## src/rtl/chu_gpo_seq_pkg.sv

```systemverilog
// rtl/chu_gpo_seq_pkg.sv - shared types, register offsets and CTRL bit positions for the GPO sequencer
package chu_gpo_seq_pkg;

  typedef enum logic {
    IDLE = 1'b0,
    RUN  = 1'b1
  } state_t;

  localparam logic [4:0] REG_CTRL   = 5'd0;
  localparam logic [4:0] REG_DWELL  = 5'd1;
  localparam logic [4:0] REG_LEN    = 5'd2;
  localparam logic [4:0] REG_MANUAL = 5'd3;
  localparam logic [4:0] TBL_BASE   = 5'd16;

  localparam int CTRL_START    = 0;
  localparam int CTRL_STOP     = 1;
  localparam int CTRL_LOOP     = 2;
  localparam int CTRL_CLR_DONE = 3;
  localparam int CTRL_IRQ_EN   = 4;

  // A requested length of 0 or beyond the table depth means "use the whole table".
  function automatic logic [4:0] clamp_len(input logic [4:0] v, input int depth);
    if (v == 5'd0 || int'(v) > depth) return 5'(depth);
    return v;
  endfunction

endpackage

```

## src/rtl/chu_gpo_seq_if.sv

```systemverilog
// rtl/chu_gpo_seq_if.sv - MMIO slot bus between the processor-side master and the sequencer core
interface chu_gpo_seq_if;
  logic        cs;
  logic        read;
  logic        write;
  logic [4:0]  addr;
  logic [31:0] wr_data;
  logic [31:0] rd_data;

  modport master (output cs, read, write, addr, wr_data, input rd_data);
  modport slave  (input cs, read, write, addr, wr_data, output rd_data);
endinterface

```

## src/rtl/chu_gpo_seq_tbl.sv

```systemverilog
// rtl/chu_gpo_seq_tbl.sv - D x W pattern register file, one write port and two async read ports
module chu_gpo_seq_tbl #(
  parameter int W  = 8,
  parameter int D  = 16,
  parameter int AW = $clog2(D)
) (
  input  logic          clk,
  input  logic          reset_n,
  input  logic          we,
  input  logic [AW-1:0] waddr,
  input  logic [W-1:0]  wdata,
  input  logic [AW-1:0] seq_raddr,
  output logic [W-1:0]  seq_rdata,
  input  logic [AW-1:0] bus_raddr,
  output logic [W-1:0]  bus_rdata
);

  logic [W-1:0] mem [D];

  // Pattern storage: cleared on reset, written from the bus in any sequencer state.
  always_ff @(posedge clk or negedge reset_n) begin
    if (!reset_n) begin
      for (int i = 0; i < D; i++) mem[i] <= '0;
    end else if (we) begin
      mem[waddr] <= wdata;
    end
  end

  assign seq_rdata = mem[seq_raddr];
  assign bus_rdata = mem[bus_raddr];

endmodule

```

## src/rtl/chu_gpo_seq.sv

```systemverilog
// rtl/chu_gpo_seq.sv - GPO pattern sequencer slot core; optional irq output under GPO_SEQ_IRQ_EN
module chu_gpo_seq
  import chu_gpo_seq_pkg::*;
#(
  parameter int W  = 8,
  parameter int D  = 16,
  parameter int DW = 32
) (
  input  logic          clk,
  input  logic          reset_n,
  chu_gpo_seq_if.slave  bus,
  output logic [W-1:0]  dout
`ifdef GPO_SEQ_IRQ_EN
  ,
  output logic          irq
`endif
);

  localparam int         AW      = $clog2(D);
  localparam logic [4:0] LEN_MAX = 5'(D);

  state_t        state_q, state_d;
  logic [4:0]    step_q, step_d;
  logic [DW-1:0] cnt_q, cnt_d;
  logic [W-1:0]  out_q, out_d;
  logic          done_q, done_d;
  logic [DW-1:0] dwell_q;
  logic [4:0]    len_q;
  logic          loop_q;
  logic          irq_en_q;

  logic          wr_en, ctrl_wr, dwell_wr, len_wr, manual_wr, tbl_hit, tbl_wr;
  logic          start_p, stop_p, clr_p;
  logic          dwell_hit, last_step;
  logic [AW-1:0] seq_raddr;
  logic [W-1:0]  seq_rdata, bus_rdata;
  logic          unused_bits;

  assign wr_en     = bus.cs && bus.write;
  assign ctrl_wr   = wr_en && (bus.addr == REG_CTRL);
  assign dwell_wr  = wr_en && (bus.addr == REG_DWELL);
  assign len_wr    = wr_en && (bus.addr == REG_LEN);
  assign manual_wr = wr_en && (bus.addr == REG_MANUAL);
  assign tbl_hit   = bus.addr[4] && ({1'b0, bus.addr[3:0]} < LEN_MAX);
  assign tbl_wr    = wr_en && tbl_hit;

  // Stop has priority, so start is only honoured when stop is absent from the same write.
  assign start_p = ctrl_wr && bus.wr_data[CTRL_START] && !bus.wr_data[CTRL_STOP];
  assign stop_p  = ctrl_wr && bus.wr_data[CTRL_STOP];
  assign clr_p   = ctrl_wr && bus.wr_data[CTRL_CLR_DONE];

  assign dwell_hit = (cnt_q == dwell_q);
  assign last_step = (step_q == len_q - 5'd1);

  // The sequencer port points at the entry loaded on the next boundary: 0 on (re)start or wrap.
  assign seq_raddr = (state_q == IDLE || start_p || last_step) ? '0 : AW'(step_q + 5'd1);

  assign unused_bits = ^{bus.read, bus.wr_data};

  chu_gpo_seq_tbl #(.W(W), .D(D), .AW(AW)) u_tbl (
    .clk       (clk),
    .reset_n   (reset_n),
    .we        (tbl_wr),
    .waddr     (bus.addr[AW-1:0]),
    .wdata     (bus.wr_data[W-1:0]),
    .seq_raddr (seq_raddr),
    .seq_rdata (seq_rdata),
    .bus_raddr (bus.addr[AW-1:0]),
    .bus_rdata (bus_rdata)
  );

  // State register.
  always_ff @(posedge clk or negedge reset_n) begin
    if (!reset_n) state_q <= IDLE;
    else          state_q <= state_d;
  end

  // Next-state and datapath decode; clr_done is applied first so a same-cycle set wins.
  always_comb begin
    state_d = state_q;
    step_d  = step_q;
    cnt_d   = cnt_q;
    out_d   = out_q;
    done_d  = done_q;
    if (clr_p) done_d = 1'b0;
    case (state_q)
      IDLE: begin
        if (start_p) begin
          state_d = RUN;
          step_d  = '0;
          cnt_d   = '0;
          out_d   = seq_rdata;
          done_d  = 1'b0;
        end else if (manual_wr) begin
          out_d = bus.wr_data[W-1:0];
        end
      end
      RUN: begin
        if (stop_p) begin
          state_d = IDLE;
        end else if (start_p) begin
          step_d = '0;
          cnt_d  = '0;
          out_d  = seq_rdata;
          done_d = 1'b0;
        end else if (!dwell_hit) begin
          cnt_d = cnt_q + DW'(1);
        end else if (!last_step) begin
          step_d = step_q + 5'd1;
          cnt_d  = '0;
          out_d  = seq_rdata;
        end else if (loop_q) begin
          step_d = '0;
          cnt_d  = '0;
          out_d  = seq_rdata;
        end else begin
          state_d = IDLE;
          done_d  = 1'b1;
        end
      end
      default: state_d = IDLE;
    endcase
  end

  // Sequencer datapath registers.
  always_ff @(posedge clk or negedge reset_n) begin
    if (!reset_n) begin
      step_q <= '0;
      cnt_q  <= '0;
      out_q  <= '0;
      done_q <= 1'b0;
    end else begin
      step_q <= step_d;
      cnt_q  <= cnt_d;
      out_q  <= out_d;
      done_q <= done_d;
    end
  end

  // Configuration registers; DWELL and LEN are frozen while a sequence is running.
  always_ff @(posedge clk or negedge reset_n) begin
    if (!reset_n) begin
      dwell_q <= '0;
      len_q   <= LEN_MAX;
      loop_q  <= 1'b0;
    end else begin
      if (dwell_wr && state_q == IDLE) dwell_q <= bus.wr_data[DW-1:0];
      if (len_wr && state_q == IDLE)   len_q   <= clamp_len(bus.wr_data[4:0], D);
      if (ctrl_wr)                     loop_q  <= bus.wr_data[CTRL_LOOP];
    end
  end

`ifdef GPO_SEQ_IRQ_EN
  logic irq_en_d;
  assign irq_en_d = ctrl_wr ? bus.wr_data[CTRL_IRQ_EN] : irq_en_q;

  // Interrupt enable and level irq, registered from next-state values so clr_done drops it in one cycle.
  always_ff @(posedge clk or negedge reset_n) begin
    if (!reset_n) begin
      irq_en_q <= 1'b0;
      irq      <= 1'b0;
    end else begin
      irq_en_q <= irq_en_d;
      irq      <= done_d && irq_en_d;
    end
  end
`else
  assign irq_en_q = 1'b0;
`endif

  // Register readback, purely combinational on addr.
  always_comb begin
    bus.rd_data = '0;
    if (tbl_hit) begin
      bus.rd_data = 32'(bus_rdata);
    end else begin
      case (bus.addr)
        REG_CTRL:   bus.rd_data = {(state_q == RUN), done_q, loop_q, irq_en_q, 24'd0, step_q[3:0]};
        REG_DWELL:  bus.rd_data = 32'(dwell_q);
        REG_LEN:    bus.rd_data = 32'(len_q);
        REG_MANUAL: bus.rd_data = 32'(out_q);
        default:    bus.rd_data = '0;
      endcase
    end
  end

  assign dout = out_q;

endmodule

```

## src/flat_wrapper.sv

```systemverilog
// flat-port wrapper written by rule: the top's interface ports become plain ports
module chu_gpo_seq_flat import chu_gpo_seq_pkg::*;
#(
  parameter int W  = 8,
  parameter int D  = 16,
  parameter int DW = 32
)
  (clk, reset_n, dout, bus_cs, bus_read, bus_write, bus_addr, bus_wr_data, bus_rd_data);
  chu_gpo_seq_if bus_i ();
  input  logic clk;
  input  logic reset_n;
  output logic [W-1:0] dout;
  input wire logic [$bits(bus_i.cs)-1:0] bus_cs;
  input wire logic [$bits(bus_i.read)-1:0] bus_read;
  input wire logic [$bits(bus_i.write)-1:0] bus_write;
  input wire logic [$bits(bus_i.addr)-1:0] bus_addr;
  input wire logic [$bits(bus_i.wr_data)-1:0] bus_wr_data;
  output wire logic [$bits(bus_i.rd_data)-1:0] bus_rd_data;
  assign bus_i.cs = bus_cs;
  assign bus_i.read = bus_read;
  assign bus_i.write = bus_write;
  assign bus_i.addr = bus_addr;
  assign bus_i.wr_data = bus_wr_data;
  assign bus_rd_data = bus_i.rd_data;
  chu_gpo_seq #(.W(W), .D(D), .DW(DW)) u_core (.clk(clk), .reset_n(reset_n), .bus(bus_i), .dout(dout));
endmodule
```

## config.mk

```make
export PLATFORM = sky130hd
export DESIGN_NAME = chu_gpo_seq_flat
export DESIGN_NICKNAME = d
export VERILOG_FILES = /design/src/rtl/chu_gpo_seq_pkg.sv /design/src/rtl/chu_gpo_seq_if.sv /design/src/rtl/chu_gpo_seq_tbl.sv /design/src/rtl/chu_gpo_seq.sv /design/src/flat_wrapper.sv
export SDC_FILE = /design/constraint.sdc
export NUM_CORES = 1
export LEC_CHECK = 0
export ABC_AREA = 1
export CAP_MARGIN = 20
export CELL_PAD_IN_SITES_DETAIL_PLACEMENT = 0
export CELL_PAD_IN_SITES_GLOBAL_PLACEMENT = 1
export CORE_ASPECT_RATIO = 1.25
export CORE_MARGIN = 2
export CORE_UTILIZATION = 34
export CTS_BUF_LIST = sky130_fd_sc_hd__clkbuf_4
export DETAILED_ROUTE_END_ITERATION = 8
export PLACE_DENSITY = 0.76
export SLEW_MARGIN = 10
export SYNTH_ARGS = -nofsm -noshare
export SYNTH_HDL_FRONTEND = slang
export SYNTH_SLANG_ARGS = --single-unit
```

## constraint.sdc

```tcl
create_clock -name clk -period 4.9 [get_ports clk]
set_input_delay 1.225 -clock clk [delete_from_list [all_inputs] [get_ports clk]]
set_output_delay 1.225 -clock clk [all_outputs]
set_load 0.02 [all_outputs]
```

# Yosys cells after proc, flatten, opt, wreduce, memory -nomap -nowiden
# Cells that the tools add are included.
# word_totals
regBits,213
in_bits,42
out_inout_bits,40
word_cells,120
# op_classes
n_addsub,3
n_lt_le_gt_ge,4
eq_ne,11
muxes,53
bitwise_logic,3
reduce_logical,22
# ops
cell,n
2-to-1 mux 32 bit,7
bitwise mux 128 bit,1
case mux 32 bit (4 select lines),1
2-to-1 mux 8 bit,12
binary-select mux 8 bit (select 4 bit),2
case mux 32 bit (2 select lines),1
2-to-1 mux 5 bit,8
"adder 32 x 1 -> 32 bit, second input constant",1
demux 8 bit (select 4 bit),1
equality test 32 bit,1
case mux 8 bit (2 select lines),1
2-to-1 mux 1 bit,15
logical AND 1 bit,13
"equality test 5 x 2 -> 1 bit, second input constant",2
">= comparator 5 bit, second input constant",2
zero test 5 bit,2
NOT 4 -> 5 bit,2
case mux 5 bit (2 select lines),1
AND reduction 4 bit,2
"adder 5 x 1 -> 5 bit, second input constant",1
"equality test 5 x 1 -> 1 bit, second input constant",1
equality test 5 bit,1
"> comparator 5 bit, second input constant",1
"< comparator 5 x 1 -> 1 bit, second input constant",1
13 further kinds,16

# Logic depth before layout (Yosys ltp)
# Gate-level depths: netlist of run 1.
# depth
ltp_word,17
depth_mapped,20
depth_no_buf,19

# Hierarchy
# Synthesis of run 1 repeated with hierarchy kept, for this count alone.
# hier_totals
cells_unflattened,2102
hier_area_um2,13794.5
# modules_own_cells
module,n_inst,cells_per_inst,area_per_inst_um2,seq_area_each_um2
chu_gpo_seq_tbl,1,1126,7508.5,3203.1
chu_gpo_seq,1,976,6286.0,2128.3

# Least setup slack after synthesis of run 1
# No wires, ideal clock.
# synth_timing
path_type,in2out
start,in bus_addr[0]
end,out bus_rd_data[3]
arrival_time_ns,2.778
required_ns,3.675
path_slack_ns,0.897
cell_stages,7
n_path_buf,1
path_cell_list,buf_2 -> inv_1 -> nor2_2 -> clkinv_1 -> nor2_2 -> a221oi_1 -> o21ai_0
# synth_between
elab_chain_cells,5
elab_cells_between_ends,10
classes_between,eq/ne: 3; mux: 5; bitwise: 1; reduce/logical: 1
# synth_lines
element,line_no,rtl
from (decl),flat_wrapper.sv:16,input wire logic [$bits(bus_i.addr)-1:0] bus_addr;
NOT 4 -> 5 bit (not written as such),chu_gpo_seq_tbl.sv:30,assign bus_rdata = mem[bus_raddr];
binary-select mux 8 bit (select 4 bit),chu_gpo_seq_tbl.sv:30,
2-to-1 mux 8 bit (not written as such) (2 in series),chu_gpo_seq_tbl.sv:30,
2-to-1 mux 32 bit *,chu_gpo_seq.sv:174,if (tbl_hit) begin
to (decl),flat_wrapper.sv:18,output wire logic [$bits(bus_i.rd_data)-1:0] bus_rd_data;
# Every way passes the cells marked *; elsewhere a longest branch is shown, timed or not. The select of a mux whose other input is x is not followed.

# Worst setup path in the final report of run 1
# layout_timing
start,in bus_addr[3]
end,out bus_rd_data[31]
# layout_between
elab_chain_cells,3
elab_cells_between_ends,6
classes_between,eq/ne: 3; mux: 2; reduce/logical: 1
# layout_lines
element,line_no,rtl
equality test 5 x 2 -> 1 bit (tied with other cells),chu_gpo_seq.sv:177,case (bus.addr)
case mux 32 bit (4 select lines) *,chu_gpo_seq.sv:177,
2-to-1 mux 32 bit *,chu_gpo_seq.sv:174,
# Every way passes the cells marked *; elsewhere a longest branch is shown, timed or not.

==> results summary, run 1 <==
The flow ran to the end, and the final reports show no timing, DRC or antenna violations. After synthesis, the cell types taking the most area are sky130_fd_sc_hd__dfrtp_1, sky130_fd_sc_hd__nand2_1, sky130_fd_sc_hd__o21ai_0, sky130_fd_sc_hd__inv_1, sky130_fd_sc_hd__nand3_1. The detailed-route wire length is around 40 mm.

The placeable core area came out at ~0.036 sq mm. The number of buffers inserted by hold repair at cts is 0. The maximum number of pins on one net before global-route repair is 119. The number of synthesized flops with an enable pin came out at 0.

After detailed routing, the number of remaining DRC violations is 0. In this run the clock root is driven by a sky130_fd_sc_hd__clkbuf_4. The most common cell in the synthesized netlist is sky130_fd_sc_hd__nand2_1. The post-detailed-placement half-perimeter wirelength is 29.0 mm. At the worst endpoint, the required time is between 3 and 4 ns. The height of the chip came out at between 200 and 250 um. The largest total area in the synthesized netlist belongs to sky130_fd_sc_hd__dfrtp_1. The slowest stage of the critical path belongs to the cell sky130_fd_sc_hd__clkdlybuf4s50_1. a little over 80 I/O pins were placed. The hold violation count in the final report came to 0. The tool flagged a number of max-cap violations equal to 0. The CTS clock-pin slew for the worst setup and hold paths came out at 0.05 ns. The share of the yosys chip area belonging to registers is 0.431. The number of antenna violations at the first check in global routing came out at 1. Setup violations remaining at the end of the flow were counted as 0. The worst clock skew is 0.0303 ns.

The width of the chip came out at about 170 um. The signal on the critical path passes through clkdlybuf4s50_1 > nor2_2 > inv_2 > nor2_1 > inv_1 > nor2_4 > buf_4 > nand2_1 > o21ai_0 > clkdlybuf4s50_1. The share of flip-flops with an asynchronous set or reset is 1.00.

For this configuration, the core starts out at a cell density of 0.342. The number of buffers inserted during clock tree synthesis came out at 59. The die area came out at 0.0379 sq mm. IR analysis of the VDD net gives a maximum drop of ~0.19 mV. The placer congestion estimate came out at just over 0.9. The setup fix buffers added after clock tree synthesis is 0.

The final period demand of the worst path is ~4.7 ns. Counting stages on the worst path, the most repeated cell is sky130_fd_sc_hd__clkdlybuf4s50_1. The number of warnings printed during yosys synthesis is 0. Based on the critical path, the design can be clocked at up to 0.212 GHz. The pre-antenna-repair detailed-routing pass consisted of 6 iterations.

The clock insertion delay at the later pin of the skew report came out at between 0.7 and 0.8 ns. The floorplan has a little under 80 rows. The share of the clock period used by the worst path after layout came out at 0.962. The cell area after technology mapping came out at roughly 0.012 sq mm.

The headroom to the max-slew limit came out at 0.346. The wire length of the first global-routing pass came out at approximately 64 mm. The static leakage is between 0.006 and 0.007 uW. Counting instances in the post-synthesis netlist gives the leading cell types as sky130_fd_sc_hd__nand2_1, sky130_fd_sc_hd__o21ai_0, sky130_fd_sc_hd__dfrtp_1.

Data arrives at the worst endpoint at 3.49 ns. The detailed router's first-iteration violation count is around 940. The number of global-route vias before repair is between 10k and 15k. The slew at the pin closest to its max-slew limit is slightly below 1 ns. The clock tree from TritonCTS is yes. Input and output buffers added on the ports amount to 80. The total power is approximately 5600 uW. The sequential cell area is 0.00533 sq mm. The count of clock tree sinks came out at around 210.

The number of nets in the layout is between 1.5k and 2k. In this design, the stage delay of the slowest critical-path cell is approximately 0.67 ns. The maximum fanout along the worst path came out at 6. The multi-input combinational cells in the finished layout cover a total of between 0.005 and 0.006 sq mm. The number of buffers between clock root and the deepest sink came out at 3. Counting every net in the synthesized netlist gives 1740. The fraction of layout cells with a size suffix above 1 came out at 0.103. STA classifies the critical path endpoint as an output pin. The count of mapped cells out of synthesis came out at around 1.7k. The worst hold path belongs to the class reg -> reg.

The synthesis-to-finish area growth is 17.9%. CTS built an H-tree with a depth of 2. The power density over the cells came out at approximately 390 mW/mm^2. The final total negative setup slack is 0 ns. The per-instance average area after synthesis is 7.30 sq um. By startpoint and endpoint, the worst setup path is classified as in -> out. The final count of pins violating max slew is 0. The number of different library cells in the post-synthesis netlist came out at 46. The routed wire length per instance is 17.4 um. The worst setup path is launched from an input port. The post-route antenna net violation count is 0. After global routing the overflow that remains totals 0. In the global route stage, overall resource usage came out at 0.215. Measured on the finished design, the core utilization comes to 0.404.

The fraction of synthesized cell area taken by the top area cell type came out at 0.429. Among all flip-flop cells after synthesis, the most frequent one is sky130_fd_sc_hd__dfrtp_1. Using the TritonRoute via totals, the vias-per-cell ratio works out to ~5.1.

The count of vias placed by the detailed router came out at around 12k. The layout has 3838 filler cells. Counting flops and latches in the post-synthesis netlist gives roughly 210. Setup repair after global routing left no endpoint under its margin.
kinds of logic (layout without fill, tap and decap cells):
| family | count (synthesis) | in the layout | synth area share |
|---|---|---|---|
| AND/OR/NAND/NOR | 761 | 761 | 0.269 |
| adder cells (fa/ha/maj) | 4 | 4 | 0.00405 |
| multiplexers | 2 | 2 | 0.00182 |
| other | 0 | 1 | 0 |
| buffers and inverters | 312 | 464 | 0.103 |
| AO/OA/AOI/OAI | 351 | 351 | 0.155 |
| XOR/XNOR | 51 | 51 | 0.0361 |
| flip-flops | 213 | 213 | 0.431 |
final timing paths:
kind / end / cells after the start / from / slack [ns]
setup / recovery: bus_rd_data[31] / 10 / bus_addr[3] / 0.19
hold / removal: u_core.u_tbl.mem[35]$_DFFE_PN0P_ / 2 / u_core.u_tbl.mem[35]$_DFFE_PN0P_ / 0.48
setup reg to reg: u_core.cnt_q[4]$_DFFE_PN0P_ / 13 / u_core.dwell_q[29]$_DFFE_PN0P_ / 1.91
hold reg to reg: u_core.u_tbl.mem[35]$_DFFE_PN0P_ / 2 / u_core.u_tbl.mem[35]$_DFFE_PN0P_ / 0.48
max in group asynchronous: u_core.step_q[2]$_DFFE_PN0P_ / 2 / reset_n / 3.30
min in group asynchronous: u_core.cnt_q[6]$_DFFE_PN0P_ / 1 / reset_n / 0.60
flip-flops by register name, indices dropped and copies added (netlist names):
| signal | cells |
|---|---|
| u_core.dout | 8 |
| u_core.len_q | 5 |
| u_core.step_q | 5 |
| u_core.loop_q | 1 |
| u_core.done_q | 1 |
| u_core.u_tbl.mem | 128 |
| u_core.dwell_q | 32 |
| u_core.state_q | 1 |
| u_core.cnt_q | 32 |
where the power goes:
| part | total, uW | switching [uW] | internal, uW |
|---|---|---|---|
| combinational | 1920 | 1270 | 645 |
| clock | 1570 | 772 | 803 |
| sequential | 2130 | 160 | 1970 |
timing repair:
item,4_1_cts,5_1_grt
pin swaps,0,0
endpoints found under the setup margin,12,9
resized for setup,12,6
cloned,0,0
per-stage QoR:
stage	area, sq um	setup WS [ns]	instances	hold WS, ns
3_5_place_dp	13800	-0.121	2222	0.473
3_3_place_gp	13800	-0.129	2222	0.466
6_report	14600	0.185	2327	0.483
4_1_cts	14500	0.0243	2325	0.488
5_1_grt	14600	0.0305	2327	0.506
2_1_floorplan	12400	0.897	1694	0.453
per-layer routing:
metal / wire length (um) / GRT usage / up-vias
met4: 1770 / 0.101 / 0
met5: 0 / 0 / -
met3: 2380 / 0.0356 / 109
met2: 20100 / 0.383 / 402
met1: 16300 / 0.253 / 5558
li1: - / - / 5812
final cells by class:
type,count,area share
antenna,1,0.000172
multi-input combinational,1169,0.396
tap,480,0.0412
sequential,213,0.366
inverter,222,0.0577
clock inverter,16,0.00447
timing repair buffer,139,0.0893
clock buffer,87,0.0448
cell usage in the layout (no fill, tap or decap), drive strengths merged:
cell type / n
and2: 1
xor2: 46
o21ai: 220
nand4: 38
nand3: 154
clkbuf: 87
and3: 1
clkinvlp: 1
dfstp: 1
xnor2: 5
o22ai: 60
a211o: 1
dlymetal6s2s: 5
ha: 4
a22oi: 3
o211ai: 7
nand2: 412
a211oi: 1
a221oi: 3
buf: 60
o2111ai: 2
dfrtp: 212
dlygate4sd2: 8
diode: 1
nor2: 123
mux2: 2
a21oi: 53
nor4: 8
clkdlybuf4s50: 66
clkinv: 18
inv: 219
nor3b: 2
a32o: 1
nor3: 22
worst max-delay path, delay by kind of cell:
kind	cells	cell delay [ns]
buffers and inverters	5	1.52
AND/OR/NAND/NOR	4	0.60
AO/OA/AOI/OAI	1	0.14
No activity file was read; power rests on OpenSTA's default activity.
==> inputs of run 2 (changes only) <==
==> constraint.sdc (replaced) <==
create_clock -name clk -period 4.9 [get_ports clk]
set_input_delay 0.735 -clock clk [delete_from_list [all_inputs] [get_ports clk]]
set_output_delay 0.735 -clock clk [all_outputs]
set_load 0.02 [all_outputs]
==> results summary, run 2 (synthesized netlist as in run 1, its figures left out) <==
Outcome: complete, no violations (unchanged). The critical path data required time was 4.16 ns (was 3.67 ns). The number of vias per cell after detailed routing is 5.12 (was 5.11). The final total negative setup slack came out at 0 ns (unchanged). The launching element type of the critical path was an input port (unchanged). The final period demand of the worst path came out at 4.56 ns (was 4.71 ns). The number of global-route vias before repair is 11.4k (was 11.9k). The final count of pins violating max slew came out at 0 (unchanged). Setup repair after global routing missed its margin: no (unchanged). The delay of the slowest cell on the worst path came out at 0.74 ns (was 0.67 ns). The maximum fanout along the worst path is 22 (was 6). The count of standard-cell rows came to 78 (unchanged). The cell depth of the worst flop-to-flop path was 17 (was 13).

The detailed router's first-iteration violation count is 816 (was 937). The family of cells with the greatest summed delay on the critical path is buffers and inverters (unchanged). The number of buffers inserted during clock tree synthesis came to 57 (was 59). The number of maximum-capacitance constraint violations is 0 (unchanged).

The length of the first detailed-routing pass in iterations came out at 5 (was 6). The combinational fraction of design power came to 0.341 (about the same). The height of the chip is 217 um (unchanged). The share of the clock period used by the worst path after layout came out at 0.931 (was 0.962).

The die area is 0.0379 sq mm (unchanged). The hold violation count in the final report is 0 (unchanged). The maximum frequency from static timing analysis came to 0.219 GHz (was 0.212 GHz). The global router's overall resource usage is 0.216 (was 0.215). The number of I/O port buffers came out at 80 (unchanged). The switching fraction of total power is 0.395 (was 0.392). The worst path arrival time is 3.82 ns (was 3.49 ns). The maximum number of pins on one net before global-route repair came out at 116 (was 119). The routed wire length per instance is 17.7 um (was 17.4 um). The number of antenna violations at the first check in global routing is 1 (unchanged). The total number of cells along the worst setup path came out at 9 (was 10). The leading cell type in the layout, fill and taps excluded is sky130_fd_sc_hd__nand2_1 (unchanged).

The H-tree depth is 2 (unchanged). The final setup violation count is 0 (unchanged). The count of vias placed by the detailed router is 11.7k (was 11.9k).

The sequential cell area is 0.00533 sq mm (unchanged). The wire length of the first global-routing pass came out at 63.9 mm (was 64.2 mm). The static leakage came out at 0.00656 uW (was 0.00684 uW). The number of buffers inserted by hold repair at cts is 0 (unchanged). The top register by number of flip-flops is u_core.u_tbl.mem (unchanged). The path type of the worst min-delay path is in -> async (was reg -> reg). The clock insertion delay at the later pin of the skew report came out at 0.73 ns (was 0.74 ns). The initial standard-cell utilization of the core came out at 0.342 (unchanged). The post-detailed-placement half-perimeter wirelength was 28.6 mm (was 29.0 mm). The count of clock tree sinks came to 213 (unchanged). The placer congestion estimate is 0.902 (was 0.916).

The number of top-level pins was 82 (unchanged). The number of gates resized after CTS is 0 (was 12). The post-route DRC violation count is 0 (unchanged).

The flip-flop count of the largest register, all copies and words added came to 128 (unchanged). The proportion of power drawn by flip-flops and latches came out at 0.379 (about the same). Highest-count cells in the layout ignoring fill and taps: sky130_fd_sc_hd__nand2_1, sky130_fd_sc_hd__o21ai_0, sky130_fd_sc_hd__dfrtp_1 (was sky130_fd_sc_hd__nand2_1, sky130_fd_sc_hd__dfrtp_1, sky130_fd_sc_hd__o21ai_0).

The post-route antenna net violation count is 0 (unchanged). The slew at the pin closest to its max-slew limit came to 0.919 ns (was 0.981 ns). The critical path capture point type was an output pin (unchanged). The number of nets in the layout came to 1815 (was 1850). The clock share of power is 0.280 (about the same). The headroom to the max-slew limit came out at 0.388 (was 0.346).

Largest registers in the final layout: u_core.u_tbl.mem (128), u_core.cnt_q (32), u_core.dwell_q (32) (unchanged). Critical path cell sequence: clkdlybuf4s50_1 > inv_1 > nor2_2 > clkinv_1 > buf_4 > nor2_2 > inv_1 > o22ai_1 > clkdlybuf4s50_1 (was clkdlybuf4s50_1 > nor2_2 > inv_2 > nor2_1 > inv_1 > nor2_4 > buf_4 > nand2_1 > o21ai_0 > clkdlybuf4s50_1). The critical path class is in -> out (unchanged).

The width of the chip is 175 um (unchanged). The slowest stage cell on the critical path was sky130_fd_sc_hd__clkdlybuf4s50_1 (unchanged). The placeable core area is 0.0361 sq mm (unchanged). The number of buffers between clock root and the deepest sink is 3 (unchanged). The worst vdd rail ir drop was 0.217 mV (was 0.194 mV).

The power density over the cells came out at 392 mW/mm^2 (was 386 mW/mm^2). The worst clock skew was 0.0279 ns (was 0.0303 ns). The clock tree from TritonCTS was yes (unchanged).

The fraction of layout cells with a size suffix above 1 is 0.0844 (was 0.103). The number of buffers and inverters on the critical path came out at 6 (was 5). The setup fix buffers added after clock tree synthesis is 0 (unchanged).

The clock root buffer master is sky130_fd_sc_hd__clkbuf_4 (unchanged). The global route total overflow came to 0 (unchanged). The utilization of the core after routing is 0.396 (was 0.404). The CTS clock-pin slew for the worst setup and hold paths came out at 0.07 ns (was 0.05 ns).

The area used by multi-input combinational logic came to 0.00576 sq mm (was 0.00578 sq mm). The internal power came out at 3390 uW (was 3420 uW). The detailed-route wire length is 40.7 mm (was 40.5 mm). The number of inserted filler cells in the final layout came out at 3857 (was 3838).

The synthesis-to-finish area growth came out at 15.7% (was 17.9%). The net switching power is 2210 uW (was 2200 uW).
-- run 2: cell count changes in the layout (fill, tap and decap cells not counted), sizes merged --
cell | previous run | this run
clkbuf | 87 | 85
buf | 60 | 27
dlygate4sd2 | 8 | 0
clkdlybuf4s50 | 66 | 79
inv | 219 | 220
clkinvlp | 1 | 0
dlymetal6s2s | 5 | 0
clkinv | 18 | 20
-- run 2: layer usage --
metal / wire length [um] / vias to the layer above / part of all wire / global-route usage
met5: 0 / - / 0 / 0
met4: 1920 / 0 / 0.047 / 0.108
met3: 1970 / 108 / 0.048 / 0.0346
met2: 20200 / 360 / 0.50 / 0.379
met1: 16600 / 5544 / 0.41 / 0.256
li1: - / 5732 / - / -
-- run 2: cell type report --
cell class | instances | share of cell area
Timing Repair Buffer | 106 | 0.0735
Inverter | 222 | 0.0588
Clock inverter | 18 | 0.00481
Antenna cell | 1 | 0.000175
Multi-Input combinational cell | 1169 | 0.403
Sequential cell | 213 | 0.373
Tap cell | 480 | 0.0420
Clock buffer | 85 | 0.0446
-- run 2: power by group through the flow --
| stage | combinational [uW] | sequential [uW] | clock [uW] |
|---|---|---|---|
| floorplan | 1290 | 2150 | 0 |
| global placement | 1870 | 2150 | 0 |
| detailed placement | 1890 | 2150 | 0 |
| CTS | 1900 | 2120 | 1620 |
| global route | 2130 | 2150 | 1720 |
| finish | 1910 | 2120 | 1570 |
-- run 2: path summary, 6_finish.rpt --
kind,start,to,slack (ns)
max,bus_addr[0],bus_rd_data[29],0.34
min,reset_n,u_core.dwell_q[9]$_DFFE_PN0P_,0.10
max reg2reg,u_core.step_q[0]$_DFFE_PN0P_,u_core.dout[7]$_DFFE_PN0P_,1.72
min reg2reg,u_core.u_tbl.mem[109]$_DFFE_PN0P_,u_core.u_tbl.mem[109]$_DFFE_PN0P_,0.48
max in group asynchronous,reset_n,u_core.u_tbl.mem[82]$_DFFE_PN0P_,3.70
min in group clk,u_core.u_tbl.mem[109]$_DFFE_PN0P_,u_core.u_tbl.mem[109]$_DFFE_PN0P_,0.48
-- run 2: per-stage QoR --
| step | instances | power [uW] | setup WS, ns | hold slack, ns | area [sq um] |
|---|---|---|---|---|---|
| floorplan | 1694 | 3430 | 1.88 | 0.439 | 12400 |
| global placement | 2189 | 4020 | 0.377 | 0.467 | 13600 |
| detailed placement | 2189 | 4040 | 0.314 | 0.473 | 13600 |
| CTS | 2292 | 5640 | 0.312 | 0.0945 | 14300 |
| global route | 2294 | 6000 | 0.0729 | 0.141 | 14300 |
| finish | 2294 | 5600 | 0.340 | 0.103 | 14300 |
==> inputs of run 3 (changes only) <==
--- a/config.mk
+++ b/config.mk
@@ -10,11 +10,12 @@
 export CELL_PAD_IN_SITES_DETAIL_PLACEMENT = 0
 export CELL_PAD_IN_SITES_GLOBAL_PLACEMENT = 1
 export CORE_ASPECT_RATIO = 1.25
-export CORE_MARGIN = 2
+export CORE_MARGIN = 4
 export CORE_UTILIZATION = 34
 export CTS_BUF_LIST = sky130_fd_sc_hd__clkbuf_4
 export DETAILED_ROUTE_END_ITERATION = 8
-export PLACE_DENSITY = 0.76
+export DONT_BUFFER_PORTS = 1
+export PLACE_DENSITY = 0.72
 export SLEW_MARGIN = 10
 export SYNTH_ARGS = -nofsm -noshare
 export SYNTH_HDL_FRONTEND = slang
==> results summary, run 3 (synthesized netlist as in run 1, its figures left out) <==
Outcome: finished with violations (was complete, no violations). The checks that failed: negative hold slack. The critical path class was in -> out (unchanged). The H-tree depth came out at 2 (unchanged).

The number of I/O port buffers came out at 0 (was 80). The number of global-route vias before repair was 11.3k (was 11.4k). The proportion of power drawn by flip-flops and latches was 0.395 (was 0.379). The switching fraction of total power was 0.390 (was 0.395). The cell depth of the worst flop-to-flop path was 19 (was 17). The power density over the cells came out at 411 mW/mm^2 (was 392 mW/mm^2). The final count of pins violating max slew came out at 0 (unchanged).

The met1 usage in global routing was 0.244 (was 0.256). The share of the clock period used by the worst path after layout came out at 0.741 (was 0.931). Highest-count cells in the layout ignoring fill and taps: sky130_fd_sc_hd__nand2_1, sky130_fd_sc_hd__o21ai_0, sky130_fd_sc_hd__dfrtp_1 (unchanged). The synthesis-to-finish area growth is 8.67% (was 15.7%). The sequential cell area was 0.00533 sq mm (unchanged).

The maximum frequency from static timing analysis is 0.275 GHz (was 0.219 GHz). The final setup violation count came to 0 (unchanged). The final total negative setup slack was 0 ns (unchanged). The internal power came out at 3360 uW (was 3390 uW). The clock share of power is 0.296 (was 0.280). The CTS clock-pin slew for the worst setup and hold paths is 0.07 ns (about the same).

The launching element type of the critical path is an input port (unchanged). The number of antenna violations at the first check in global routing is 1 (unchanged). The count of standard-cell rows is 77 (was 78).

The detailed-route wire length was 41.1 mm (was 40.7 mm). The cell area after layout is 0.0134 sq mm (was 0.0143 sq mm). The width of the chip came out at 179 um (was 175 um).

The worst clock skew came out at 0.0351 ns (was 0.0279 ns). The fraction of layout cells with a size suffix above 1 is 0.0911 (was 0.0844). The area used by multi-input combinational logic is 0.00576 sq mm (unchanged). The leading cell type in the layout, fill and taps excluded is sky130_fd_sc_hd__nand2_1 (unchanged). The critical path data required time came out at 4.16 ns (about the same). The static leakage came to 0.00625 uW (was 0.00656 uW). The total number of cells along the worst setup path is 9 (unchanged).

Setup repair after global routing missed its margin: no (unchanged). The global routing usage on met3 came out at 0.0456 (was 0.0346). The headroom to the max-slew limit came out at 0.233 (was 0.388). The maximum fanout along the worst path came out at 26 (was 22). The height of the chip came to 221 um (was 217 um).

The most congested layer reported by global routing is met2 (unchanged). The length of the first detailed-routing pass in iterations came out at 5 (unchanged). The critical path capture point type was an output pin (unchanged).

The number of maximum-capacitance constraint violations came out at 0 (unchanged). The clock insertion delay at the later pin of the skew report came out at 0.73 ns (about the same). The die area was 0.0395 sq mm (was 0.0379 sq mm). The number of gates resized after CTS is 0 (unchanged). Largest registers in the final layout: u_core.u_tbl.mem (128), u_core.cnt_q (32), u_core.dwell_q (32) (unchanged).

The number of buffers inserted during clock tree synthesis is 58 (was 57). The net switching power is 2150 uW (was 2210 uW). The number of buffers and inverters on the critical path is 6 (unchanged). The hold violation count in the final report came to 213 (was 0).

The clock tree from TritonCTS was yes (unchanged). The placeable core area is 0.0356 sq mm (was 0.0361 sq mm). The top register by number of flip-flops is u_core.u_tbl.mem (unchanged).

The detailed router's first-iteration violation count is 1010 (was 816). The maximum number of pins on one net before global-route repair came out at 214 (was 116). The met2 layer usage reported by global route came to 0.351 (was 0.379). The count of clock tree sinks is 213 (unchanged).

Critical path cell sequence: inv_1 > nor2_2 > buf_4 > clkinv_1 > buf_4 > nor2_2 > inv_1 > o22ai_1 > buf_4 (was clkdlybuf4s50_1 > inv_1 > nor2_2 > clkinv_1 > buf_4 > nor2_2 > inv_1 > o22ai_1 > clkdlybuf4s50_1). The worst vdd rail ir drop was 0.154 mV (was 0.217 mV). The slew at the pin closest to its max-slew limit came out at 1.15 ns (was 0.919 ns). The path type of the worst min-delay path is in -> async (unchanged). The post-route DRC violation count is 0 (unchanged). The number of buffers between clock root and the deepest sink came out at 3 (unchanged). The count of vias placed by the detailed router came to 11.6k (was 11.7k). The delay of the slowest cell on the worst path came out at 0.48 ns (was 0.74 ns). The final period demand of the worst path came out at 3.63 ns (was 4.56 ns). The post-detailed-placement half-perimeter wirelength came out at 28.4 mm (was 28.6 mm). The placer congestion estimate came out at 0.925 (was 0.902).

The global route total overflow came out at 0 (unchanged). The flip-flop count of the largest register, all copies and words added came out at 128 (unchanged). The setup fix buffers added after clock tree synthesis came to 0 (unchanged). The global router's overall resource usage was 0.206 (was 0.216).

The slowest stage cell on the critical path is sky130_fd_sc_hd__inv_1 (was sky130_fd_sc_hd__clkdlybuf4s50_1). The worst hold slack after final layout is -0.295 ns (was 0.103 ns). The placed instance area came out at 0.0127 sq mm (was 0.0136 sq mm). The most numerous cell type found on the critical path is sky130_fd_sc_hd__buf_4. The initial standard-cell utilization of the core was 0.347 (was 0.342). The post-route antenna net violation count was 0 (unchanged). The combinational fraction of design power is 0.308 (was 0.341). The wire length of the first global-routing pass was 63.8 mm (was 63.9 mm). The number of inserted filler cells in the final layout is 3855 (was 3857).

The routed wire length per instance is 18.7 um (was 17.7 um). The clock root buffer master was sky130_fd_sc_hd__clkbuf_4 (unchanged). The worst path arrival time is 2.90 ns (was 3.82 ns). The family of cells with the greatest summed delay on the critical path is buffers and inverters (unchanged). The number of vias per cell after detailed routing came out at 5.25 (was 5.12).

The number of top-level pins was 82 (unchanged). The number of nets in the layout is 1730 (was 1815).
-- run 3: cell count changes in the layout (fill, tap and decap cells not counted), sizes merged --
cell	change
clkdlybuf4s50	-79
clkinv	-13
buf	-7
clkbuf	+10
-- run 3: power groups by stage --
stage	sequential [uW]	clock, uW	combinational [uW]
after global routing	2210	1780	1910
after detailed placement	2210	0	1680
final	2180	1630	1700
after CTS	2180	1700	1690
after global placement	2210	0	1660
after floorplan	2150	0	1290
-- run 3: worst paths after layout --
kind | slack, ns | start | end
worst max-delay path | 1.27 | bus_addr[0] | bus_rd_data[29]
worst min-delay path | -0.30 | reset_n | u_core.dwell_q[10]$_DFFE_PN0P_
worst max register to register | 1.83 | u_core.len_q[0]$_DFFE_PN0P_ | u_core.dout[6]$_DFFE_PN0P_
worst min register to register | 0.48 | u_core.u_tbl.mem[37]$_DFFE_PN0P_ | u_core.u_tbl.mem[37]$_DFFE_PN0P_
max in group asynchronous | 4.24 | reset_n | u_core.cnt_q[16]$_DFFE_PN0P_
min in group clk | 0.14 | bus_wr_data[2] | u_core.u_tbl.mem[122]$_DFFE_PN0P_
-- run 3: worst reg2reg max path, cell delays in order (launching register included) --
cell and delay [ns]:
sky130_fd_sc_hd__dfrtp_1 0.38, sky130_fd_sc_hd__inv_1 0.17, sky130_fd_sc_hd__ha_1 0.22, sky130_fd_sc_hd__inv_1 0.05, sky130_fd_sc_hd__nand2_1 0.08, sky130_fd_sc_hd__nand2_1 0.06, sky130_fd_sc_hd__nand2_1 0.05, sky130_fd_sc_hd__nand2_1 0.05
sky130_fd_sc_hd__nand2_1 0.07, sky130_fd_sc_hd__inv_1 0.05, sky130_fd_sc_hd__nand2_2 0.18, sky130_fd_sc_hd__nand3_2 0.11, sky130_fd_sc_hd__inv_2 0.72, sky130_fd_sc_hd__nand2_1 0.17, sky130_fd_sc_hd__nand2_1 0.11, sky130_fd_sc_hd__nand3_1 0.09
sky130_fd_sc_hd__nand3_1 0.14, sky130_fd_sc_hd__nand3_1 0.12, sky130_fd_sc_hd__nand2_1 0.10, sky130_fd_sc_hd__nand2_1 0.05
-- run 3: routing by layer --
| metal | up-vias | wire, um |
|---|---|---|
| li1 | 5567 | - |
| met1 | 5439 | 15900 |
| met2 | 424 | 20200 |
| met3 | 121 | 2960 |
| met4 | 0 | 2000 |
| met5 | - | 0 |
-- run 3: cell type report --
| type | count | area share |
|---|---|---|
| diodes | 1 | 0.000186 |
| clock buffers | 95 | 0.0531 |
| clock inverters | 5 | 0.00158 |
| inverters | 222 | 0.0626 |
| multi-input cells | 1169 | 0.429 |
| flip-flops and latches | 213 | 0.397 |
| well taps | 474 | 0.0442 |
| repair buffers | 20 | 0.0121 |
-- run 3: per-stage QoR --
stage / hold slack [ns] / instances / util / power (uW) / setup slack, ns
global placement: 0.449 / 2097 / 0.355 / 3870 / 1.32
floorplan: 0.439 / 1694 / - / 3430 / 1.88
CTS: -0.377 / 2197 / 0.376 / 5560 / 1.26
global route: -0.361 / 2199 / 0.377 / 5900 / 1.08
detailed placement: 0.448 / 2097 / 0.355 / 3890 / 1.26
finish: -0.295 / 2199 / 0.377 / 5510 / 1.27
